### src/rtl/hazard_stall_unit.sv
// Stall/flush controller for load-use, taken-branch and multi-cycle data-memory hazards, with memory-wait timeout and saturating counters.
// Stall/flush outputs are combinational from state + inputs (zero-cycle); a data-memory wait freezes the whole pipe until MemReadyM.
module hazard_stall_unit #(
    parameter int WAIT_MAX = 255,
    parameter int CNT_W    = 32
) (
    input  logic             clk,
    input  logic             rst,
    input  logic [4:0]       Rs1_D,
    input  logic [4:0]       Rs2_D,
    input  logic [4:0]       RdE,
    input  logic             MemReadE,
    input  logic             PCSrcE,
    input  logic             MemReqM,
    input  logic             MemReadyM,
    output logic             StallF,
    output logic             StallD,
    output logic             StallE,
    output logic             StallM,
    output logic             FlushD,
    output logic             FlushE,
    output logic             FlushW,
    output logic             MemTimeout,
    output logic [CNT_W-1:0] StallCount,
    output logic [CNT_W-1:0] FlushCount
);

    localparam int WCNT_W = $clog2(WAIT_MAX + 1);

    typedef enum logic [1:0] {
        RUN      = 2'd0,
        MEM_WAIT = 2'd1,
        ERR      = 2'd2
    } state_t;

    state_t            state_q, state_d;
    logic [WCNT_W-1:0] wcnt_q, wcnt_d;
    logic              timeout_q, timeout_d;
    logic [CNT_W-1:0]  stall_cnt_q, stall_cnt_d;
    logic [CNT_W-1:0]  flush_cnt_q, flush_cnt_d;

    logic lu, mw;
    logic freeze, run_eval, br_flush, lu_stall;

    assign lu = MemReadE & (RdE != 5'd0) & ((RdE == Rs1_D) | (RdE == Rs2_D));
    assign mw = MemReqM & ~MemReadyM;

    always_comb begin
        state_d   = state_q;
        wcnt_d    = wcnt_q;
        timeout_d = timeout_q;
        freeze    = 1'b0;
        run_eval  = 1'b0;
        case (state_q)
            RUN: begin
                if (mw) begin
                    freeze  = 1'b1;
                    state_d = MEM_WAIT;
                    wcnt_d  = WCNT_W'(1);
                end else begin
                    run_eval = 1'b1;
                end
            end
            MEM_WAIT: begin
                if (MemReadyM) begin
                    run_eval = 1'b1;
                    state_d  = RUN;
                    wcnt_d   = '0;
                end else if (wcnt_q == WCNT_W'(WAIT_MAX)) begin
                    freeze    = 1'b1;
                    timeout_d = 1'b1;
                    state_d   = ERR;
                end else begin
                    freeze = 1'b1;
                    wcnt_d = wcnt_q + WCNT_W'(1);
                end
            end
            ERR: begin
                // Only reset leaves ERR.
                freeze = 1'b1;
            end
            default: begin
                state_d = RUN;
                wcnt_d  = '0;
            end
        endcase
    end

    // A flushed Decode instruction cannot cause a load-use stall.
    assign br_flush = run_eval & PCSrcE;
    assign lu_stall = run_eval & ~PCSrcE & lu;

    always_comb begin
        StallF = 1'b0;
        StallD = 1'b0;
        StallE = 1'b0;
        StallM = 1'b0;
        FlushD = 1'b0;
        FlushE = 1'b0;
        FlushW = 1'b0;
        if (!rst) begin
            StallF = freeze | lu_stall;
            StallD = freeze | lu_stall;
            StallE = freeze;
            StallM = freeze;
            FlushD = br_flush;
            FlushE = br_flush | lu_stall;
            FlushW = freeze;
        end
    end

    always_comb begin
        stall_cnt_d = stall_cnt_q;
        flush_cnt_d = flush_cnt_q;
        if (StallF && (stall_cnt_q != {CNT_W{1'b1}})) begin
            stall_cnt_d = stall_cnt_q + CNT_W'(1);
        end
        if ((FlushD || FlushE) && (flush_cnt_q != {CNT_W{1'b1}})) begin
            flush_cnt_d = flush_cnt_q + CNT_W'(1);
        end
    end

    always_ff @(posedge clk) begin
        if (rst) begin
            state_q     <= RUN;
            wcnt_q      <= '0;
            timeout_q   <= 1'b0;
            stall_cnt_q <= '0;
            flush_cnt_q <= '0;
        end else begin
            state_q     <= state_d;
            wcnt_q      <= wcnt_d;
            timeout_q   <= timeout_d;
            stall_cnt_q <= stall_cnt_d;
            flush_cnt_q <= flush_cnt_d;
        end
    end

    assign MemTimeout = timeout_q;
    assign StallCount = stall_cnt_q;
    assign FlushCount = flush_cnt_q;

endmodule

### config.mk
export PLATFORM = sky130hd
export DESIGN_NAME = hazard_stall_unit
export DESIGN_NICKNAME = d
export VERILOG_FILES = /design/src/rtl/hazard_stall_unit.sv
export SDC_FILE = /design/constraint.sdc
export NUM_CORES = 1
export LEC_CHECK = 0
export ABC_AREA = 1
export BUFFER_PORTS_ARGS = -buffer_cell sky130_fd_sc_hd__buf_2
export CORE_MARGIN = 8
export CORE_UTILIZATION = 40
export DETAILED_ROUTE_END_ITERATION = 16
export GPL_TIMING_DRIVEN = 1
export MAX_ROUTING_LAYER = met4
export PLACE_DENSITY = 0.61
export RECOVER_POWER = 50
export SYNTH_ARGS = -nofsm -noshare
export SYNTH_HDL_FRONTEND = slang
export SYNTH_SLANG_ARGS = --single-unit
### constraint.sdc
create_clock -name clk -period 3.2 [get_ports clk]
set_clock_uncertainty 0.1 [all_clocks]
set_input_delay 0.64 -clock clk [delete_from_list [all_inputs] [get_ports clk]]
set_output_delay 0.64 -clock clk [all_outputs]
set_load 0.01 [all_outputs]
# Yosys cells after proc, flatten, opt, wreduce, memory -nomap -nowiden
# Cells that the tools add are included.
dict set report totals {
  register_bits 75
  input_bits 21
  output_inout_bits 72
  elab_cells 56
}
dict set report classes {
  add_sub_neg 3
  n_eq_ne 10
  mux 18
  n_bitwise 12
  reduce_logical 8
}
# operator count
set op_table {}
lappend op_table {{$add A32 B1 Y32 const B} 2}
lappend op_table {{$ne A32 B32 Y1 const B} 2}
lappend op_table {{$mux W8} 3}
lappend op_table {{$pmux W8 S3} 1}
lappend op_table {{$eq A5 B5 Y1} 2}
lappend op_table {{$reduce_and A3 Y1} 3}
lappend op_table {{$add A8 B1 Y8 const B} 1}
lappend op_table {{$eq A8 B8 Y1 const B} 1}
lappend op_table {{$mux W1} 8}
lappend op_table {{$and A1 B1 Y1} 6}
lappend op_table {{$mux W2} 3}
lappend op_table {{$ne A3 B3 Y1 const B} 2}
lappend op_table {{$pmux W2 S3} 1}
lappend op_table {{$reduce_bool A5 Y1} 1}
lappend op_table {{$not A1 Y1} 3}
lappend op_table {{$or A1 B1 Y1} 3}
lappend op_table {{$pmux W1 S3} 1}
lappend op_table {{$eq A2 B1 Y1 const B} 1}
lappend op_table {{$eq A2 B2 Y1 const B} 1}
lappend op_table {{$logic_and A1 B1 Y1} 2}
lappend op_table {{$logic_not A2 Y1} 1}
lappend op_table {{$ne A2 B2 Y1 const B} 1}
lappend op_table {{$pmux W1 S2} 1}
lappend op_table {{$logic_or A1 B1 Y1} 1}

# Depth between registers and ports, before layout
# Gate-level depths: netlist of run 1.
dict set report logic_depth {
  ltp_word 10
  mapped_depth 12
  ltp_nobuf 11
}

# Least setup slack after synthesis of run 1
# No wires, ideal clock.
dict set report synth_timing {
  kind {in2out}
  from {in rst}
  to {out StallF}
  arrival_ps 1693
  required_ps 2460
  setup_slack_ps 767
  stages 8
  n_path_buf 3
  cell_sequence {clkbuf_1 -> nor3b_1 -> nand2_1 -> nor2_1 -> nand2_1 -> nand2_2 -> buf_2 -> buf_4}
}
dict set report synth_via {
  elab_chain_cells 1
}
# element line
set synth_rtl {}
lappend synth_rtl {{start, declared} 8} ;# input logic rst,
lappend synth_rtl {{$mux W1} -}
lappend synth_rtl {{end, declared} 16} ;# output logic StallF,
# Every way passes these cells.

# Final worst setup path of run 1
dict set report layout_timing {
  from {in MemReadyM}
  to {out StallD}
}
dict set report layout_via {
  elab_chain_cells 8
  elab_cells_between_ends 12
  cone_classes {mux (7); bitwise (5)}
}
# element line
set layout_rtl {}
lappend layout_rtl {{start, declared} 15} ;# input logic MemReadyM,
lappend layout_rtl {{$not A1 Y1 (no line)} -}
lappend layout_rtl {{$and A1 B1 Y1} 46} ;# assign mw = MemReqM & ~MemReadyM;
lappend layout_rtl {{$mux W1} 56} ;# if (mw) begin
lappend layout_rtl {{$pmux W1 S2} 54} ;# case (state_q)
lappend layout_rtl {{$and A1 B1 Y1 (2 in a row)} 91} ;# assign lu_stall = run_eval & ~PCSrcE & lu;
lappend layout_rtl {{$or A1 B1 Y1 (*)} 103} ;# StallD = freeze | lu_stall;
lappend layout_rtl {{$mux W1 (*)} 101} ;# if (!rst) begin
lappend layout_rtl {{end, declared} 17} ;# output logic StallD,
# Every way passes the cells marked *; elsewhere a longest branch is shown, timed or not.

==> flow_summary.ini, run 1 <==
[status]
status = completed

[power_and_ir_drop]
powerDensity_mw_per_mm2 = 353
p_total_mw = 2.01
leakage_nw = 2.02
vdd.ir_drop.worst_uv = 256

[synthesis]
yosysSeqAreaShare = 0.302
synth_area_mm2 = 0.00497
synth-edff-count = 0
synth_cell_types = 28
ys_async_sr_fraction = 0
syn_inst = 825
ys.flop_type = dfxtp_1
ys_ff_latch = 75
synth_warnings = 0
syn-num-nets = 849
synth_area_per_cell_um2 = 6.03

[sta]
timing.final.crit_share = 0.812
fin_ws_ns = 0.600
fmax_ghz = 0.385
finalSetupTns_ns = 0
drv_slew = 0
finalHoldViolations = 0
tightest_slew_ns = 1.46
slew_headroom = 0.0288
rsz0062_at_grt = no
period_minus_slack_ns = 2.60
setup_viol = 0

[floorplan]
fp.dieArea_mm2 = 0.0163
start_util = 0.412
row_count = 40
die_width_um = 127
core_mm2 = 0.0121
die_h_um = 127
ios = 93

[worst_setup_path]
cp_data_arrival_time_ns = 1.86
end_kind = output pin
critPathMaxFanout = 20
critPathKind = in -> out
start_kind = primary input
cp.required_ns = 2.46

[final_layout]
fillCellCount = 1355
nNetsFinal = 930
diodes = 0
drive_gt1_frac = 0.0714
fin_area_mm2 = 0.00570
regArea_mm2 = 0.00150
multi_input_area_mm2 = 0.00312
syn_to_final_growth_pct = 14.6

[global_routing]
antenna_found_initial = 0
grtUsageTotal = 0.184
grt_pass1_vias = 5046
gr-total-overflow = 0
grt_pass1_wl_um = 24200
grt_max_degree = 70

[routing]
drt_iter0_markers = 372
wl_per_cell_um = 13.2
drt-total-wl_um = 14200
drt_first_pass_iters = 5
drc = 0
vias = 5386
routed_via_density = 4.99
ant_nets = 0

[place]
place_ws_ns = 0.548
routabilityCongestion = 0.865
hpwl_um = 10600
postPlaceCellArea_mm2 = 0.00552
portBuffers = 92

[flow_run]
drv_cap = 0

[cts]
cts_tree = yes
post-cts-setup-buffer-count = 0
cts.sinks = 75
clk_path_buf_depth = 2
root_buffer = clkbuf_16
cts_buffers = 9
clk_latency_ns = 0.34
clk_pin_slew_ns = 0.05
ctsResizeCount = 0
ctsHoldBuffers = 0
ctsHtreeMaxLevel = 3

[min_path]
hold_class = reg -> reg
-- final timing paths --
kind / from / end / slack (ns) / cells past startpoint
min: MemTimeout$_SDFFE_PP0P_ / MemTimeout$_SDFFE_PP0P_ / 0.38 / 2
max: MemReadyM / StallD / 0.60 / 10
max reg2reg: FlushCount[0]$_SDFFE_PP0P_ / FlushCount[9]$_SDFFE_PP0P_ / 0.82 / 10
min reg2reg: MemTimeout$_SDFFE_PP0P_ / MemTimeout$_SDFFE_PP0P_ / 0.38 / 2
-- cells by family after synthesis --
logic type / after synthesis / share of synthesized area
AOI/OAI and AO/OA: 78 / 0.0793
xor gates and xnor gates: 34 / 0.0599
adders and majority gates: 3 / 0.00755
buffers and inverters: 77 / 0.0710
DFF: 75 / 0.302
and+or+nand+nor: 558 / 0.480
-- cell usage after synthesis, types with 2 or more instances --
cell | number | area, um^2
o21ai_0 | 6 | 30.0
ha_1 | 3 | 37.5
clkbuf_1 | 13 | 48.8
buf_2 | 6 | 30.0
inv_1 | 48 | 180
nand3_1 | 80 | 400
nor2_4 | 2 | 22.5
xnor2_1 | 9 | 78.8
a21oi_1 | 70 | 350
nand4_1 | 4 | 25.0
nor3_1 | 4 | 20.0
nor2_2 | 6 | 37.5
xor2_1 | 25 | 219
dfxtp_1 | 75 | 1500
nand3b_1 | 24 | 180
nand2_2 | 4 | 25.0
nand2_1 | 301 | 1130
buf_4 | 3 | 22.5
nand4_2 | 2 | 25.0
buf_6 | 6 | 67.6
nand3_2 | 2 | 20.0
nor2_1 | 125 | 469
nor3b_1 | 2 | 15.0
-- sequential cells by signal, indices dropped and copies added (netlist names) --
register and count:
FlushCount 32, MemTimeout 1, StallCount 32, state_q 2, wcnt_q 8
-- power breakdown --
group	switching, mW	leakage [nW]	internal [mW]	total [mW]
registers	0.00785	0.605	0.940	0.948
clock network	0.391	0.132	0.518	0.908
logic	0.112	1.29	0.0445	0.156
total	0.510	2.02	1.50	2.01
-- layout by cell type (no fill, tap or decap), drive strengths merged, types with 5 or more instances in the layout --
cell type | Yosys | layout
nand2 | 306 | 306
nor2 | 133 | 133
nand3 | 82 | 82
clkbuf | 13 | 77
dfxtp | 75 | 75
a21oi | 70 | 70
inv | 48 | 48
buf | 16 | 32
xor2 | 25 | 25
nand3b | 24 | 24
xnor2 | 9 | 9
o21ai | 6 | 6
nand4 | 6 | 6
clkinv | 0 | 5
-- through the flow --
step	util	hold WS, ns	instances
floorplan	-	0.350	825
global placement	0.458	0.365	1063
detailed placement	0.458	0.371	1063
CTS	0.479	0.381	1079
global route	0.472	0.410	1079
finish	0.472	0.379	1079
-- cell type report --
type | instances | area share
sequential | 75 | 0.264
timing repair buffer | 99 | 0.0751
clock buffer | 10 | 0.0402
multi-input combinational | 673 | 0.547
inverter | 48 | 0.0316
tap | 168 | 0.0369
clock inverter | 6 | 0.00571
-- routing by layer --
metal	GRT usage	share of wire
met1	0.220	0.46
met2	0.301	0.47
met3	0.0437	0.050
met4	0.0595	0.020
met5	-	0
-- worst max-delay path, stage by stage --
cell and delay, ns:
buf_2 0.11, inv_1 0.05, nand2_1 0.05, nand2_1 0.07
o21ai_0 0.11, nand2_1 0.08, nor2_1 0.08, nand2_1 0.09
nand2_2 0.34, buf_2 0.22
Power figures use the tool's default switching activity.
==> run 2, diff against run 1 <==
==> constraint.sdc (replaced) <==
create_clock -name clk -period 2.7 [get_ports clk]
set_clock_uncertainty 0.1 [all_clocks]
set_input_delay 0.54 -clock clk [delete_from_list [all_inputs] [get_ports clk]]
set_output_delay 0.54 -clock clk [all_outputs]
set_load 0.01 [all_outputs]
==> run 2 against run 1 <==
Clock power rose by 45%. Final cell count rose by 0.28%. Register-to-register slack got worse by 0.27 ns. Sequential power rose by 18%. Setup slack got worse by 0.23 ns. Largest cell class unchanged. Highest routed layer unchanged. Die area did not move.
==> flow_summary.ini, run 2 (synthesis results as in run 1) <==
[status]
status = completed

[place]
routabilityCongestion = 0.957
portBuffers = 92
hpwl_um = 10800
place_ws_ns = 0.376

[cts]
clk_pin_slew_ns = 0.06
root_buffer = clkbuf_16
ctsHoldBuffers = 0
post-cts-setup-buffer-count = 0
ctsResizeCount = 0
clk_path_buf_depth = 2
cts.sinks = 75
cts_tree = yes
cts_buffers = 9
ctsHtreeMaxLevel = 3
clk_latency_ns = 0.35

[global_routing]
grt_pass1_vias = 5005
gr-total-overflow = 0
grt_pass1_wl_um = 23700
antenna_found_initial = 0
grtUsageTotal = 0.181
grt_max_degree = 70

[final_layout]
drive_gt1_frac = 0.0766
layout_common_cells = nand2_1, nor2_1, nand3_1
layout_commonest_cell = nand2_1
utilization = 0.481
diodes = 0
fillCellCount = 1290
nNetsFinal = 933
syn_to_final_growth_pct = 16.7

[worst_setup_path]
cp_data_arrival_time_ns = 1.69
start_kind = flip-flop
critPathMaxFanout = 10
cp.required_ns = 2.06
end_kind = output pin
critPathKind = reg -> out

[floorplan]
ios = 93
die_width_um = 127
row_count = 40
fp.dieArea_mm2 = 0.0163
die_h_um = 127
start_util = 0.412
core_mm2 = 0.0121

[sta]
slew_headroom = 0.498
timing.final.crit_share = 0.863
fin_ws_ns = 0.370
tightest_slew_ns = 0.753
period_minus_slack_ns = 2.33
hold-worst-slack_ns = 0.383
drv_slew = 0
fmax_ghz = 0.429
finalHoldViolations = 0
finalSetupTns_ns = 0
rsz0062_at_grt = no
setup_viol = 0

[routing]
routed_via_density = 4.96
ant_nets = 0
drt-total-wl_um = 14200
drt_first_pass_iters = 5
drc = 0
wl_per_cell_um = 13.2
drt_iter0_markers = 304
vias = 5365

[power_and_ir_drop]
vdd.ir_drop.worst_uv = 360
powerDensity_mw_per_mm2 = 454
leakage_nw = 2.07
p_total_mw = 2.64

[min_path]
hold_class = reg -> reg

[flow_run]
drv_cap = 0
==> run 2: cell types whose count changed in the layout (fill, tap and decap cells not counted), moves of 2 or more <==
cell       previous run  this run
clkbuf_1             67        65
bufinv_16             0         2
buf_4                 6         9
clkinv_2              5         1
==> run 2: cell type report <==
class | instances | area [um^2] | area share
flip-flops and latches | 75 | 1500 | 0.259
repair buffers | 102 | 467 | 0.0804
clock inverters | 6 | 88.8 | 0.0153
well taps | 168 | 210 | 0.0362
clock buffers | 10 | 239 | 0.0412
multi-input cells | 673 | 3120 | 0.537
inverters | 48 | 180 | 0.0310
==> run 2: worst paths after layout <==
kind,slack (ns),from,cells past startpoint,to
setup / recovery,0.37,state_q[1]$_SDFFE_PP0P_,8,StallD
setup reg to reg,0.55,FlushCount[0]$_SDFFE_PP0P_,9,FlushCount[25]$_SDFFE_PP0P_
hold reg to reg,0.38,MemTimeout$_SDFFE_PP0P_,2,MemTimeout$_SDFFE_PP0P_
hold / removal,0.38,MemTimeout$_SDFFE_PP0P_,2,MemTimeout$_SDFFE_PP0P_
==> run 2: power by group <==
part	switching [mW]	internal (mW)
logic	0.133	0.0603
clock network	0.485	0.834
registers	0.00949	1.11
==> run 2: stage by stage <==
step,instances,cell area [um^2]
detailed placement,1066,5560
floorplan,825,4970
finish,1082,5800
global placement,1066,5560
CTS,1082,5880
global route,1082,5800
==> run 2: per-layer routing <==
layer	part of all wire	wire (um)	global-route usage
met1	0.46	6530	0.208
met2	0.48	6790	0.304
met3	0.047	670	0.0487
met4	0.018	251	0.0539
met5	0	0	-
==> run 2: worst max-delay path: stages, from the launching register on <==
cell and delay [ns]:
dfxtp_1 0.33, nor2_1 0.15, nand2_1 0.10, o21ai_0 0.11, nand2_1 0.08, nor2_1 0.09, nand2_1 0.09, nand2_2 0.21
buf_2 0.18
==> run 3, diff against run 2 <==
--- a/config.mk
+++ b/config.mk
@@ -9,6 +9,7 @@
 export BUFFER_PORTS_ARGS = -buffer_cell sky130_fd_sc_hd__buf_2
 export CORE_MARGIN = 8
 export CORE_UTILIZATION = 40
+export CTS_BUF_LIST = sky130_fd_sc_hd__clkbuf_16
 export DETAILED_ROUTE_END_ITERATION = 16
 export GPL_TIMING_DRIVEN = 1
 export MAX_ROUTING_LAYER = met4
==> run 3 against run 2 <==
Setup slack got worse by 0.0015 ns. Critical path type unchanged. Global-route usage about the same. Sequential power about the same. Die area unchanged. Largest power group unchanged. Highest routed layer unchanged.
==> flow_summary.ini, run 3 (synthesis results as in run 1) <==
[floorplan]
die_width_um = 127
ios = 93
start_util = 0.412
row_count = 40
die_h_um = 127
core_mm2 = 0.0121
fp.dieArea_mm2 = 0.0163

[sta]
setup_viol = 0
tightest_slew_ns = 0.747
hold-worst-slack_ns = 0.383
finalSetupTns_ns = 0
drv_slew = 0
slew_headroom = 0.502
fmax_ghz = 0.429
rsz0062_at_grt = no
timing.final.crit_share = 0.864
fin_ws_ns = 0.368
finalHoldViolations = 0
period_minus_slack_ns = 2.33

[place]
routabilityCongestion = 0.957
post-place-cells = 1066
place_ws_ns = 0.376
portBuffers = 92
hpwl_um = 10800
postPlaceCellArea_mm2 = 0.00556

[final_layout]
utilization = 0.480
multi_input_area_mm2 = 0.00312
syn_to_final_growth_pct = 16.5
regArea_mm2 = 0.00150
layout_commonest_cell = nand2_1
drive_gt1_frac = 0.0755
fillCellCount = 1292
diodes = 0
layout_common_cells = nand2_1, nor2_1, nand3_1
fin_area_mm2 = 0.00579
stdcell_count = 1082
nNetsFinal = 933

[worst_setup_path]
critPathSlowestCell = dfxtp_1
crit_chain = nor2_1, nand2_1, o21ai_0, nand2_1, nor2_1, nand2_1, nand2_2, buf_2
cp_top_family = simple AND/OR/NAND/NOR gates
cp_data_arrival_time_ns = 1.69
crit_buf_inv = 1
start_kind = flip-flop
path_common_cell = nand2_1
cp_slowest_stage_delay_ns = 0.33
critPathMaxFanout = 10
end_kind = output pin
critPathKind = reg -> out
cp.required_ns = 2.06

[routing]
drc = 0
vias = 5350
drt_iter0_markers = 308
wl_per_cell_um = 13.2
ant_nets = 0
routed_via_density = 4.94
drt-total-wl_um = 14200
drt_first_pass_iters = 7

[cts]
cts.sinks = 75
cts_buffers = 9
post-cts-setup-buffer-count = 0
ctsHoldBuffers = 0
clk_latency_ns = 0.34
root_buffer = clkbuf_16
cts_tree = yes
clk_path_buf_depth = 2
clk_pin_slew_ns = 0.06
ctsResizeCount = 0
ctsHtreeMaxLevel = 3

[power_and_ir_drop]
p_int_mw = 1.98
vdd.ir_drop.worst_uv = 360
combPwrFrac = 0.074
leakage_nw = 2.07
powerDensity_mw_per_mm2 = 450
power.share.sequential = 0.431
power_switching_mw = 0.625
p_clk_frac = 0.494
switching_share = 0.240
p_total_mw = 2.60

[global_routing]
gr-total-overflow = 0
grt_max_degree = 70
antenna_found_initial = 0
grtUsageTotal = 0.181
grt_pass1_wl_um = 23700
grt_pass1_vias = 5005

[status]
status = completed

[flow_run]
drv_cap = 0

[min_path]
hold_class = reg -> reg
[run 3: cell count changes in the layout (fill, tap and decap cells not counted), sizes merged]
cell / delta
clkbuf: -1
clkinv: +1
[run 3: power by group through the flow]
stage          clock network (mW)  logic (mW)  registers (mW)
6_report                     1.29       0.193            1.12
5_1_grt                      1.37       0.215            1.12
4_1_cts                      1.32       0.197            1.12
3_5_place_dp                    0       0.197            1.15
3_3_place_gp                    0       0.197            1.15
2_1_floorplan                   0       0.141            1.15
[run 3: cell type report]
class                           instances  share of cell area
Clock buffer                            9              0.0389
Tap cell                              168              0.0363
Timing Repair Buffer                  102              0.0806
Sequential cell                        75               0.259
Inverter                               48              0.0311
Clock inverter                          7              0.0160
Multi-Input combinational cell        673               0.538
[run 3: final timing paths]
kind / startpoint / to / slack, ns / depth (start not counted)
worst max-delay path: state_q[1]$_SDFFE_PP0P_ / StallD / 0.37 / 8
worst min-delay path: MemTimeout$_SDFFE_PP0P_ / MemTimeout$_SDFFE_PP0P_ / 0.38 / 2
worst max register to register: StallCount[0]$_SDFFE_PP0P_ / StallCount[0]$_SDFFE_PP0P_ / 0.55 / 10
worst min register to register: MemTimeout$_SDFFE_PP0P_ / MemTimeout$_SDFFE_PP0P_ / 0.38 / 2
[run 3: worst min-delay path: stages, from the launching register on]
cell     delay [ns]
dfxtp_1        0.33
a21oi_1        0.04
nor2_1         0.07
[run 3: per-layer routing]
metal  part of all wire  vias to the layer above  global-route usage  wire [um]
li1                   -                     2804                   -          -
met1               0.46                     2401               0.208       6560
met2               0.48                      124               0.304       6780
met3              0.048                       21              0.0487        683
met4              0.015                        0              0.0539        214
met5                  0                        -                   -          0
